<file path="config.mk">
export PLATFORM = sky130hd
export DESIGN_NAME = regfile_np
export DESIGN_NICKNAME = d
export VERILOG_FILES = /design/src/rtl/regfile_np.sv
export SDC_FILE = /design/constraint.sdc
export NUM_CORES = 1
export LEC_CHECK = 0
export BUFFER_PORTS_ARGS = -buffer_cell sky130_fd_sc_hd__buf_4
export CAP_MARGIN = 15
export CORE_MARGIN = 2
export CORE_UTILIZATION = 35
export CTS_CLUSTER_SIZE = 10
export DETAILED_ROUTE_END_ITERATION = 7
export GPL_TIMING_DRIVEN = 0
export PLACE_DENSITY = 0.57
export SYNTH_ARGS = -nofsm -noshare
export SYNTH_HDL_FRONTEND = slang
export SYNTH_SLANG_ARGS = --single-unit
export TNS_END_PERCENT = 5
</file>
<file path="constraint.sdc">
create_clock -name clk -period 2.95 [get_ports clk]
set_input_delay 0.295 -clock clk [delete_from_list [all_inputs] [get_ports clk]]
set_output_delay 0.295 -clock clk [all_outputs]
set_load 0.05 [all_outputs]
</file>
<file path="src/rtl/regfile_np.sv">
// regfile_np: parametrised two-read/one-write register file with optional
// write-through bypass, hardwired-zero r0 and a sequential fill engine.
module regfile_np #(
   parameter int WIDTH   = 8,
   parameter int DEPTH   = 8,
   parameter bit ZERO_R0 = 1'b0,
   parameter bit BYPASS  = 1'b1,
   localparam int AW     = $clog2(DEPTH)
) (
   input  logic             clk,
   input  logic             clr,
   input  logic             we,
   input  logic [AW-1:0]    waddr,
   input  logic [WIDTH-1:0] wdata,
   input  logic [AW-1:0]    ra0,
   input  logic [AW-1:0]    ra1,
   output logic [WIDTH-1:0] rd0,
   output logic [WIDTH-1:0] rd1,
   input  logic             fill_req,
   input  logic [WIDTH-1:0] fill_val,
   output logic             busy,
   output logic             done,
   output logic             wr_err
);

   typedef enum logic {S_IDLE, S_FILL} state_t;

   localparam logic [AW-1:0] LAST = AW'(DEPTH - 1);

   state_t           state_q, state_d;
   logic [WIDTH-1:0] mem_q [DEPTH];
   logic [WIDTH-1:0] mem_d [DEPTH];
   logic [AW-1:0]    idx_q, idx_d;
   logic [WIDTH-1:0] fval_q, fval_d;
   logic             done_q, done_d;
   logic             werr_q, werr_d;
   logic             wr_acc, wr_hit, fill_hit;

   always_ff @(posedge clk) begin
      if (clr) state_q <= S_IDLE;
      else     state_q <= state_d;
   end

   always_comb begin
      state_d = state_q;
      unique case (state_q)
         S_IDLE: if (fill_req)      state_d = S_FILL;
         S_FILL: if (idx_q == LAST) state_d = S_IDLE;
         default:                   state_d = S_IDLE;
      endcase
   end

   always_comb begin
      busy   = (state_q == S_FILL);
      done   = done_q;
      wr_err = werr_q;
   end

   // A ZERO_R0 write to r0 is accepted but must never reach storage or bypass.
   assign wr_acc   = we & ~busy;
   assign wr_hit   = wr_acc & ~(ZERO_R0 && (waddr == '0));
   assign fill_hit = busy & ~(ZERO_R0 && (idx_q == '0));

   always_comb begin
      mem_d  = mem_q;
      idx_d  = idx_q;
      fval_d = fval_q;
      if (wr_hit)   mem_d[waddr] = wdata;
      if (fill_hit) mem_d[idx_q] = fval_q;
      if (busy) begin
         idx_d = idx_q + 1'b1;
      end else if (fill_req) begin
         idx_d  = '0;
         fval_d = fill_val;
      end
      done_d = busy && (idx_q == LAST);
      werr_d = we & busy;
   end

   always_ff @(posedge clk) begin
      if (clr) begin
         for (int i = 0; i < DEPTH; i++) mem_q[i] <= '0;
         idx_q  <= '0;
         fval_q <= '0;
         done_q <= 1'b0;
         werr_q <= 1'b0;
      end else begin
         mem_q  <= mem_d;
         idx_q  <= idx_d;
         fval_q <= fval_d;
         done_q <= done_d;
         werr_q <= werr_d;
      end
   end

   always_comb begin
      rd0 = mem_q[ra0];
      if (BYPASS && wr_hit && (waddr == ra0)) rd0 = wdata;
      if (ZERO_R0 && (ra0 == '0))             rd0 = '0;
   end

   always_comb begin
      rd1 = mem_q[ra1];
      if (BYPASS && wr_hit && (waddr == ra1)) rd1 = wdata;
      if (ZERO_R0 && (ra1 == '0))             rd1 = '0;
   end

endmodule
</file>
# Word level (Yosys, flattened, before mapping)
# Index checks and enable logic that the tools add are counted.
# W data, S select, Z words.
# classes
n_addsub	1
mux	21
reduce_logical	7
eq_ne	3
n_lt_le_gt_ge	6
bitwise_logic	7
# op_table
cell	count
$bwmux W64	2
$mux W64	2
$mux W8	8
$bmux W8 S3	2
$demux W8 S3	2
$ge A4 B4 Y1 const B	4
$not A3 Y4	4
$lt A4 B1 Y1 const B	2
$eq A3 B3 Y1	2
$mux W3	2
$logic_and A1 B1 Y1	5
$add A3 B1 Y3 const B	1
$eq A3 B3 Y1 const B	1
$and A1 B1 Y1	2
$mux W1	2
$pmux W1 S2	1
$reduce_and A2 Y1	1
$reduce_bool A2 Y1	1
$not A1 Y1	1
# word_totals
regBits	78
out_inout_bits	19

# Depth between registers and ports, before layout
# Gate-level depths: netlist of the first run.
# depth
word_depth	9
depth_mapped	6

# Worst setup path before layout of the first run
# Ideal clock, no wire load.
# synth_path
path_type	reg2out
start	register state_q, in the netlist busy
end	output port rd0[0]
path_buffers	1
setup_slack_ns	0.966
stages_incl_launch_ff	5
arrival_ns	1.689
required_ns	2.655
cell_sequence	dfxtp_1 -> buf_2 -> nor2b_1 -> nand4_2 -> mux2_4
# synth_via
elab_chain_len	4
# synth_lines
element	line_no	source
start: declaration	30	state_t state_q, state_d;
start signal: assignment	41	else state_q <= state_d;
$not A1 Y1 (no source line)	--	
$and A1 B1 Y1	60	assign wr_acc = we & ~busy;
$logic_and A1 B1 Y1	98	if (BYPASS && wr_hit && (waddr == ra0)) rd0 = wdata;
$mux W8	98	
end: declaration	17	output logic [WIDTH-1:0] rd0,
# No other way between the ends.

# Final worst setup path of the first run
# layout_path
start	register state_q, in the netlist busy
end	output port rd1[3]
# layout_via
elab_chain_len	4
# layout_lines
element	line_no	source
$not A1 Y1 (no source line)	--	
$and A1 B1 Y1	60	
$logic_and A1 B1 Y1	104	if (BYPASS && wr_hit && (waddr == ra1)) rd1 = wdata;
$mux W8	104	
end: declaration	18	output logic [WIDTH-1:0] rd1,
# No other way between the ends.

==> results of run 1 <==
path summary, 6_finish.rpt:
kind / from / to / slack, ns / cells past startpoint
max: busy$_SDFF_PP0_ / rd1[3] / 0.45 / 5
min reg2reg: mem_q[47]$_SDFF_PP0_ / mem_q[47]$_SDFF_PP0_ / 0.51 / 2
min: fill_val[3] / fval_q[3]$_SDFFE_PP0P_ / 0.19 / 3
max reg2reg: busy$_SDFF_PP0_ / mem_q[6]$_SDFF_PP0_ / 0.98 / 6
cell type report:
cell class | instances | area (µm²)
Clock inverter | 3 | 20.0
Fill cell | 1429 | 8220
Clock buffer | 12 | 256
Multi-Input combinational cell | 382 | 3100
Buffer | 80 | 387
Timing Repair Buffer | 29 | 218
Tap cell | 180 | 225
Sequential cell | 78 | 1560
where the power goes:
part	internal [mW]	total, mW	switching (mW)	leakage [nW]
clock network	0.610	1.05	0.439	0.131
registers	1.09	1.13	0.0353	0.634
logic	0.180	0.496	0.316	1.43
total	1.88	2.67	0.790	2.19
per-stage QoR:
step / instances / power, mW / hold WS [ns]
final: 764 / 2.67 / 0.190
after global routing: 764 / 2.76 / 0.199
after CTS: 764 / 2.68 / 0.185
after detailed placement: 749 / 1.64 / 0.504
after global placement: 749 / 1.63 / 0.495
after floorplan: 540 / 1.48 / 0.443
worst max-delay path: cells and delay by family, from the launching register on:
| kind | cells | cell delay (ns) |
|---|---|---|
| and+or+nand+nor | 2 | 0.70 |
| muxes | 1 | 0.41 |
| buffers and inverters | 2 | 0.39 |
| DFF | 1 | 0.36 |
kinds of logic after synthesis:
group / count (synthesis) / share of synthesized area (%)
AND/OR/NAND/NOR: 171 / 16.7
adder cells (fa/ha/maj): 2 / 0.495
AO/OA/AOI/OAI: 130 / 17.6
flip-flops: 78 / 30.9
XOR/XNOR: 6 / 1.04
multiplexers: 73 / 25.6
buffers and inverters: 80 / 7.65
state kept, by name, indices dropped and copies added, names as in the netlist:
register,cells
busy,1
done,1
fval_q,8
idx_q,3
mem_q,64
wr_err,1
cell usage in the layout (no fill, tap or decap), types with 3 or more instances in the layout:
cell       netlist  routed
a311oi_1        64      64
nor3b_1          3       3
clkbuf_16        0       9
buf_6            4       4
mux4_1          16      16
nor2b_1          3       3
clkbuf_1        45      46
buf_4            0      29
xnor2_1          6       6
mux2_2          16      16
nor2_1          79      79
nand4b_1         3       3
nand3_1         65      65
mux2_4          16      16
buf_1           10      10
nand4bb_1        3       3
buf_2           19      19
o21ai_0         64      64
mux4_2          16      16
dfxtp_1         78      78
mux2i_1          9       9
routing by layer:
layer | GRT usage, % | vias to the layer above | part of all wire [%]
li1 | - | 2146 | -
met1 | 35.6 | 2333 | 45
met2 | 32.9 | 285 | 41
met3 | 6.09 | 29 | 11
met4 | 8.78 | 0 | 3.1
met5 | 0 | - | 0
==> reports/results.txt, run 1 <==
Status - finished clean
Area Overhead vs Synth - 14.2%
Post-synth top area share - 30.9%
Initial antenna violation count - 0
Flops & latches, synth - 78
Initial Util - 36.1%
Setup violators final - 0
Final net count - 611
TritonCTS clock tree - done
WS Path Type - reg2out
Synth top cells by count - nor2_1, dfxtp_1, nand3_1
Final Skew - 0.00790 ns
Pwr Density - 463 nW/µm²
Vias in the first global route - 4342
CP required - 2.65 ns
Mean routed wirelength per cell - 23.3 µm
Worst-path clk slew - 0.06 ns
Final min period - 2.50 ns
DR pass1 iterations - 5
Synthesized area - 5050 µm²
Core Util, Final - 41.3%
Syn avg cell area - 9.36 µm²
Final ANT Viol Nets - 0
Gr ovfl total - 0
Total Die Area - 15400 µm²
Core Box Area - 14000 µm²
Actual slew at the worst max-slew pin - 0.907 ns
Final worst setup slack - 0.445 ns
Hpwl dp - 13100 µm
Synth Instances - 540
Crit-path slowest cell - mux2_4
GRT Total Usage - 23.9%
Hold_buf cts - 0
Largest net degree at the start of global routing - 13
Synth cell types - 33
Rows - 43
Pre-CTS setup slack - 0.710 ns
Post-DP Area - 5500 µm²
Ant. Diodes - 0
Crit path DAT - 2.21 ns
Leakage - 2.19 nW
DRT iter0 DRCs - 489
H-tree levels - 3
Delay of the slowest cell on the worst path - 0.41 ns
Count leader, synth - nor2_1
Chip height - 124 µm
Synth area leaders - dfxtp_1, a311oi_1, mux4_1
Seq/Total Area, Yosys - 30.9%
Syn_nets - 571
RSZ-0062 raised after global routing - no
Vias - 4793
Worst min-delay path class - in2reg
CTS Buffer Depth - 2
Cts repair resizes - 0
Worst-path maximum fanout - 10
IO Pins - 48
CP Capture Type - output port
Wire length of the first global-routing pass - 26500 µm
Setup Buffers After CTS - 0
CTS Buf Count - 9
Post-synth ARST share - 0%
Clock Latency Late Sink - 0.34 ns
Finished Cell Area - 5770 µm²
Maximum vdd drop - 285 µV
Layout cells sized above 1 - 20.5%
WL final - 17800 µm
Setup crit start kind - flop
Tcrit/Tclk final - 84.9%
Slew headroom - 39.5%
Final hold vios - 0
Yosys warning total - 0
Die W - 124 µm
Drc violations - 0
Most used DFF post-synth - dfxtp_1
Port bufs - 29
Final GP Congestion - 0.969
Post-synth EDFFs - 0
Sink Count - 78
Area leader, netlist - dfxtp_1
Fmax - 399 MHz
Vias per inst - 6.27
CP Cell Sequence - buf_2, nor2b_1, nand4_2, mux2_4, buf_4
TNS Setup - 0 ns
Maxcap violations - 0
CTS root buf - clkbuf_16
Final Slew Violations - 0
Note: power is estimated with default switching activity, not from simulation.
==> inputs of run 2 (changes only) <==
ABC_AREA = 1   (was unset)
PLACE_DENSITY = 0.56   (was 0.57)
clock period = 2.6 ns   (was 2.95 ns; I/O delays follow)
==> run 2 against run 1 <==
Against the previous run:
- critical path type unchanged
- synthesized cell count grew 91%
- synthesized area grew 12%
- final cell count grew 70%
- critical path depth grew 3
- critical endpoint is now rd0[4]
- worst hold slack lost 0.031 ns
- clock skew shrank 0.0017 ns
==> reports/results.txt, run 2 <==
TritonCTS clock tree - done
Gr ovfl total - 0 (unchanged)
Fin Hold WS - 0.159 ns (-0.0309 ns)
Vias in the first global route - 5773 (+33%)
H-tree levels - 3 (unchanged)
Largest net degree at the start of global routing - 14 (+1)
Vias per inst - 5.05 (-19%)
Hpwl dp - 15900 µm (+21%)
Worst-path clk slew - 0.06 ns (about the same)
Final Skew - 0.00620 ns (-0.00171 ns)
Syn_nets - 1065 (+87%)
Layout cells sized above 1 - 9.42% (-11 points)
Cts repair resizes - 0 (unchanged)
Count leader, synth - nand2_1
Top reg by flops - mem_q
Area Overhead vs Synth - 14.8%
Dpl cells - 1283 (+71%)
Actual slew at the worst max-slew pin - 1.11 ns (+0.205 ns)
Chip height - 131 µm (+5.5%)
Final GP Congestion - 0.964 (-0.52%)
GRT Total Usage - 26.8% (+2.9 points)
Syn avg cell area - 5.46 µm² (-42%)
Post-synth top area share - 27.7% (-3.2 points)
WS Path Type - reg2out
RSZ-0062 raised after global routing - no
Maxcap violations - 0 (unchanged)
Wire length of the first global-routing pass - 33800 µm (+27%)
Seq/Total Area, Yosys - 27.7% (-3.2 points)
Slew headroom - 25.8% (-14 points)
Commonest cells after routing, fill and taps aside - nand2_1, nand3_1, inv_1
Final ANT Viol Nets - 0 (unchanged)
Final std cells w/o fill - 1299 (+70%)
Crit-path most repeated cell - nand2_1
Clock Latency Late Sink - 0.35 ns (about the same)
Hold_buf cts - 0 (unchanged)
Synth top cells by count - nand2_1, nand3_1, inv_1
Top flop regs - mem_q: 64 flops, fval_q: 8 flops, idx_q: 3 flops
Crit-path slowest cell - dfxtp_1
Final min period - 2.20 ns
Yosys warning total - 0 (unchanged)
Total Die Area - 17200 µm² (+11%)
Tcrit/Tclk final - 84.6%
Drc violations - 0 (unchanged)
Worst-path maximum fanout - 9 (-1)
Post-synth EDFFs - 0 (unchanged)
Synth area leaders - dfxtp_1, nand2_1, nand3_1
Synthesized area - 5640 µm² (+12%)
Ant. Diodes - 0 (unchanged)
Synth cell types - 24 (-27%)
Post-synth ARST share - 0% (unchanged)
Setup violators final - 0 (unchanged)
DR pass1 iterations - 7 (+2)
WP buf/inv - 2 (unchanged)
Top cell family by delay on the critical path - simple AND/OR/NAND/NOR gates
Leakage - 3.78 nW (+73%)
Fillcell total - 1809 (+27%)
Fmax - 455 MHz
CTS root buf - clkbuf_16
IO Pins - 48 (unchanged)
Most common cell after layout, fill and taps aside - nand2_1
CP Cell Sequence - nor2_1, nand2_1, nor2_1, nand2_2, inv_2, nand2_1, nand2_1, buf_4
Maximum vdd drop - 308 µV (+7.9%)
Setup crit start kind - flop
Die W - 131 µm (+5.5%)
Area leader, netlist - dfxtp_1
Worst min-delay path class - in2reg
Setup Buffers After CTS - 0 (unchanged)
Initial Util - 35.6% (-0.47 points)
Final net count - 1109 (+82%)
Mean routed wirelength per cell - 17.2 µm (-26%)
Initial antenna violation count - 0 (unchanged)
Status - finished clean
Core Box Area - 15800 µm² (+13%)
Synth Instances - 1034 (+91%)
TNS Setup - 0 ns (unchanged)
CP Capture Type - output port
CTS Buffer Depth - 2 (unchanged)
Delay of the slowest cell on the worst path - 0.38 ns (-0.03 ns)
DRT iter0 DRCs - 750 (+53%)
CTS Buf Count - 9 (unchanged)
Core Util, Final - 40.9% (-0.35 points)
Pwr Density - 532 nW/µm² (+15%)
Rows - 46 (+7.0%)
Flops & latches, synth - 78 (unchanged)
Largest register FFs - 64 (unchanged)
Final hold vios - 0 (unchanged)
CP required - 2.34 ns (-0.31 ns)
Most used DFF post-synth - dfxtp_1
Final Slew Violations - 0 (unchanged)
Sink Count - 78 (unchanged)
WL final - 22300 µm (+26%)
Port bufs - 33 (+14%)
Vias - 6561 (+37%)
Crit path DAT - 1.94 ns (-0.27 ns)
## run 2: cell count changes after synthesis, moves of 11 or more
| cell | delta |
|---|---|
| nor2_1 | -31 |
| clkbuf_1 | -22 |
| a311oi_1 | -64 |
| mux4_2 | -16 |
| mux2_2 | -16 |
| inv_2 | +11 |
| mux4_1 | -16 |
| nand2_1 | +356 |
| nand3_1 | +141 |
| inv_1 | +194 |
| mux2_4 | -16 |
## run 2: logic make-up (layout without fill, tap and decap cells)
logic type / after synthesis / count (layout) / share of synthesized area [%]
AO/OA/AOI/OAI: 67 / 67 / 6.03
buffers and inverters: 257 / 306 / 18.1
AND/OR/NAND/NOR: 630 / 630 / 47.8
adder cells (fa/ha/maj): 2 / 2 / 0.443
flip-flops: 78 / 78 / 27.7
## run 2: metal layers
metal	vias to the layer above	track usage, %	share of wire, %
met3	41	4.85	8.9
met5	-	0	0
met1	2972	38.2	46
met4	0	9.89	2.7
li1	3232	-	-
met2	316	40.2	42
## run 2: final cells by class
class | instances | area (µm²) | area share (%)
Buffer | 50 | 241 | 3.73
Clock buffer | 10 | 229 | 3.54
Clock inverter | 6 | 86.3 | 1.33
Inverter | 207 | 777 | 12.0
Multi-Input combinational cell | 699 | 3060 | 47.3
Sequential cell | 78 | 1560 | 24.1
Tap cell | 216 | 270 | 4.17
Timing Repair Buffer | 33 | 248 | 3.83
## run 2: path summary, 6_finish.rpt
path	startpoint	endpoint	slack, ns	depth (start not counted)
hold / removal	fill_val[3]	fval_q[3]$_SDFFE_PP0P_	0.16	3
setup / recovery	busy$_SDFF_PP0_	rd0[4]	0.40	8
hold reg to reg	mem_q[23]$_SDFF_PP0_	mem_q[23]$_SDFF_PP0_	0.54	4
setup reg to reg	busy$_SDFF_PP0_	mem_q[6]$_SDFF_PP0_	0.89	8
## run 2: tightest hold or removal path: cells and delay by family
| family | cells | cell delay [ns] |
|---|---|---|
| and+or+nand+nor | 1 | 0.07 |
| AOI/OAI and AO/OA | 1 | 0.07 |
| buffers and inverters | 1 | 0.07 |
## run 2: metrics by stage
stage / power (mW) / cell area [µm²] / setup slack (ns)
finish: 3.44 / 6470 / 0.401
global route: 3.57 / 6470 / 0.261
CTS: 3.45 / 6470 / 0.439
detailed placement: 2.07 / 6160 / 0.601
global placement: 2.06 / 6160 / 0.611
floorplan: 1.81 / 5640 / 0.819
## run 2: power by group
| part | internal (mW) | switching [mW] | leakage, nW |
|---|---|---|---|
| Combinational | 0.218 | 0.519 | 3.00 |
| Sequential | 1.24 | 0.0793 | 0.634 |
| Clock | 0.840 | 0.548 | 0.152 |
| Total | 2.30 | 1.15 | 3.78 |
==> inputs of run 3 (changes only) <==
ABC_AREA = 0   (was 1)
PLACE_DENSITY = 0.57   (was 0.56)
clock period = 2.3 ns   (was 2.6 ns; I/O delays follow)
==> run 3 against run 2 <==
Against the previous run:
- clock skew rose by 0.0032 ns
- critical endpoint is now rd0[6]
- non-clock buffer count increased by 26
- global-route usage down 2.9 points
- largest power group is now sequential cells
- worst hold slack worse by 0.034 ns
- worst setup slack worse by 0.38 ns
- via count down 27%
- combinational power shrank 12%
- cell area down 10%
- register-to-register slack lost 0.58 ns
- wire length fell by 20%
- final cell count is 41% lower
==> reports/results.txt, run 3 (synthesis results as in run 1) <==
CTS Buffer Depth - 2 (unchanged)
WL final - 17900 µm (-20%)
Layout cells sized above 1 - 20.7% (+11 points)
Vias per inst - 6.27 (+24%)
Worst r2r src - busy$_SDFF_PP0_
Initial antenna violation count - 0 (unchanged)
Setup Buffers After CTS - 0 (unchanged)
TNS Setup - 0 ns (unchanged)
Hpwl dp - 13100 µm (-17%)
Final ANT Viol Nets - 0 (unchanged)
Worst min-delay path class - in2reg
Worst-path clk slew - 0.06 ns (about the same)
Vias in the first global route - 4334 (-25%)
RR Endpoint - mem_q[6]$_SDFF_PP0_
Tcrit/Tclk final - 98.9%
Hold Crit Depth - 3 (unchanged)
Hold path endpoint - fval_q[3]$_SDFFE_PP0P_
Setup violators final - 0 (unchanged)
Largest net degree at the start of global routing - 13 (-1)
Largest register FFs - 64 (unchanged)
Clock Latency Late Sink - 0.34 ns (about the same)
DR pass1 iterations - 5 (-2)
HP Start - fill_val[3]
Wire length of the first global-routing pass - 26600 µm (-21%)
Slew headroom - 40.4% (+15 points)
Setup crit start kind - flop
Crit path DAT - 2.05 ns (+0.11 ns)
WS Path Type - reg2out
IO Pins - 48 (unchanged)
CTS Buf Count - 9 (unchanged)
Status - finished clean
Ant. Diodes - 0 (unchanged)
TritonCTS clock tree - done
Mean routed wirelength per cell - 23.5 µm (+36%)
RSZ-0062 raised after global routing - no
Port bufs - 29 (-12%)
Post-Route M1 WL - 7950 µm (-23%)
Actual slew at the worst max-slew pin - 0.894 ns (-0.218 ns)
Top routing layer used - met4
Worst-path maximum fanout - 3 (-6)
Final hold vios - 0 (unchanged)
Power, Total - 3.44 mW (about the same)
Final Skew - 0.00941 ns (+0.00321 ns)
Final min period - 2.28 ns
Final net count - 611 (-45%)
CP Cell Sequence - mux4_1, mux2_2, mux2_4, buf_4
Hold_buf cts - 0 (unchanged)
Commonest cells after routing, fill and taps aside - nor2_1, dfxtp_1, nand3_1
CP Capture Type - output port
Sink Count - 78 (unchanged)
H-tree levels - 3 (unchanged)
Core Box Area - 14000 µm² (-12%)
Chip height - 124 µm (-5.2%)
Total Die Area - 15400 µm² (-10%)
GRT Total Usage - 23.9% (-2.9 points)
Cts repair resizes - 3 (+3)
WL met3 - 2130 µm (+7.5%)
Delay of the slowest cell on the worst path - 0.61 ns (+0.23 ns)
Die W - 124 µm (-5.2%)
Final GP Congestion - 0.969 (+0.52%)
Leakage - 2.19 nW (-42%)
Rows - 43 (-6.5%)
CTS root buf - clkbuf_16
Drc violations - 0 (unchanged)
Top flop regs - mem_q: 64 flops, fval_q: 8 flops, idx_q: 3 flops
Top reg by flops - mem_q
Area Overhead vs Synth - 14.7% (about the same)
DRT iter0 DRCs - 493 (-34%)
Metal2 WL - 7320 µm (-22%)
Vias - 4792 (-27%)
Final Slew Violations - 0 (unchanged)
CP required - 2.07 ns (-0.27 ns)
Maximum vdd drop - 385 µV (+25%)
Fmax - 440 MHz
Initial Util - 36.1% (+0.47 points)
R2R setup slack - 0.31 ns (-0.58 ns)
R2R depth - 6 (-2)
Pwr Density - 594 nW/µm² (+12%)
Gr ovfl total - 0 (unchanged)
Maxcap violations - 0 (unchanged)
Most common cell after layout, fill and taps aside - nor2_1
Crit-path slowest cell - mux4_1
run 3: changes by cell type in the layout (fill, tap and decap cells not counted), moves of 22 or more:
cell / before / now
nand3_1: 206 / 65
nand2_1: 358 / 2
a311oi_1: 0 / 64
clkbuf_1: 24 / 46
nor2_1: 48 / 79
inv_1: 194 / 0
run 3: layout make-up:
cell class                      instances  area [µm²]
Buffer                                 80         387
Fill cell                            1428        8190
Clock buffer                           12         256
Tap cell                              180         225
Multi-Input combinational cell        382        3130
Timing Repair Buffer                   29         218
Clock inverter                          3        20.0
Sequential cell                        78        1560
run 3: power breakdown:
| group | switching [mW] | total, mW | internal (mW) |
|---|---|---|---|
| sequential | 0.0442 | 1.44 | 1.40 |
| combinational | 0.412 | 0.645 | 0.233 |
| clock | 0.570 | 1.35 | 0.783 |
| total | 1.03 | 3.44 | 2.42 |
run 3: how the worst max path moves through the flow:
stage	end	cells past startpoint	startpoint	slack, ns
6_report	rd0[6]	4	mem_q[54]$_SDFF_PP0_	0.02
5_1_grt	rd0[6]	4	mem_q[54]$_SDFF_PP0_	0.009
2_1_floorplan	rd0[0]	4	busy$_SDFF_PP0_	0.38
4_1_cts	rd0[6]	4	mem_q[54]$_SDFF_PP0_	0.03
3_3_place_gp	rd0[6]	6	ra0[1]	0.19
3_5_place_dp	rd0[6]	6	ra0[1]	0.19
run 3: critical path: cells and delay by family, from the launching register on:
family / cells / cell delay, ns
multiplexers: 3 / 1.18
flip-flops: 1 / 0.34
buffers and inverters: 1 / 0.19
run 3: per-layer routing:
layer	GRT usage, %	up-vias
met1	35.6	2338
met4	8.29	0
met3	6.09	27
met2	33.2	280
met5	0	-
li1	-	2147
run 3: stage by stage:
| step | area, µm² | setup slack, ns | utilization (%) | hold slack [ns] | cells |
|---|---|---|---|---|---|
| 2_1_floorplan | 5050 | 0.381 | - | 0.378 | 540 |
| 3_3_place_gp | 5500 | 0.186 | 39.3 | 0.466 | 749 |
| 3_5_place_dp | 5500 | 0.190 | 39.3 | 0.477 | 749 |
| 4_1_cts | 5790 | 0.0341 | 41.4 | 0.120 | 764 |
| 5_1_grt | 5800 | 0.00890 | 41.4 | 0.134 | 764 |
| 6_report | 5800 | 0.0248 | 41.4 | 0.124 | 764 |
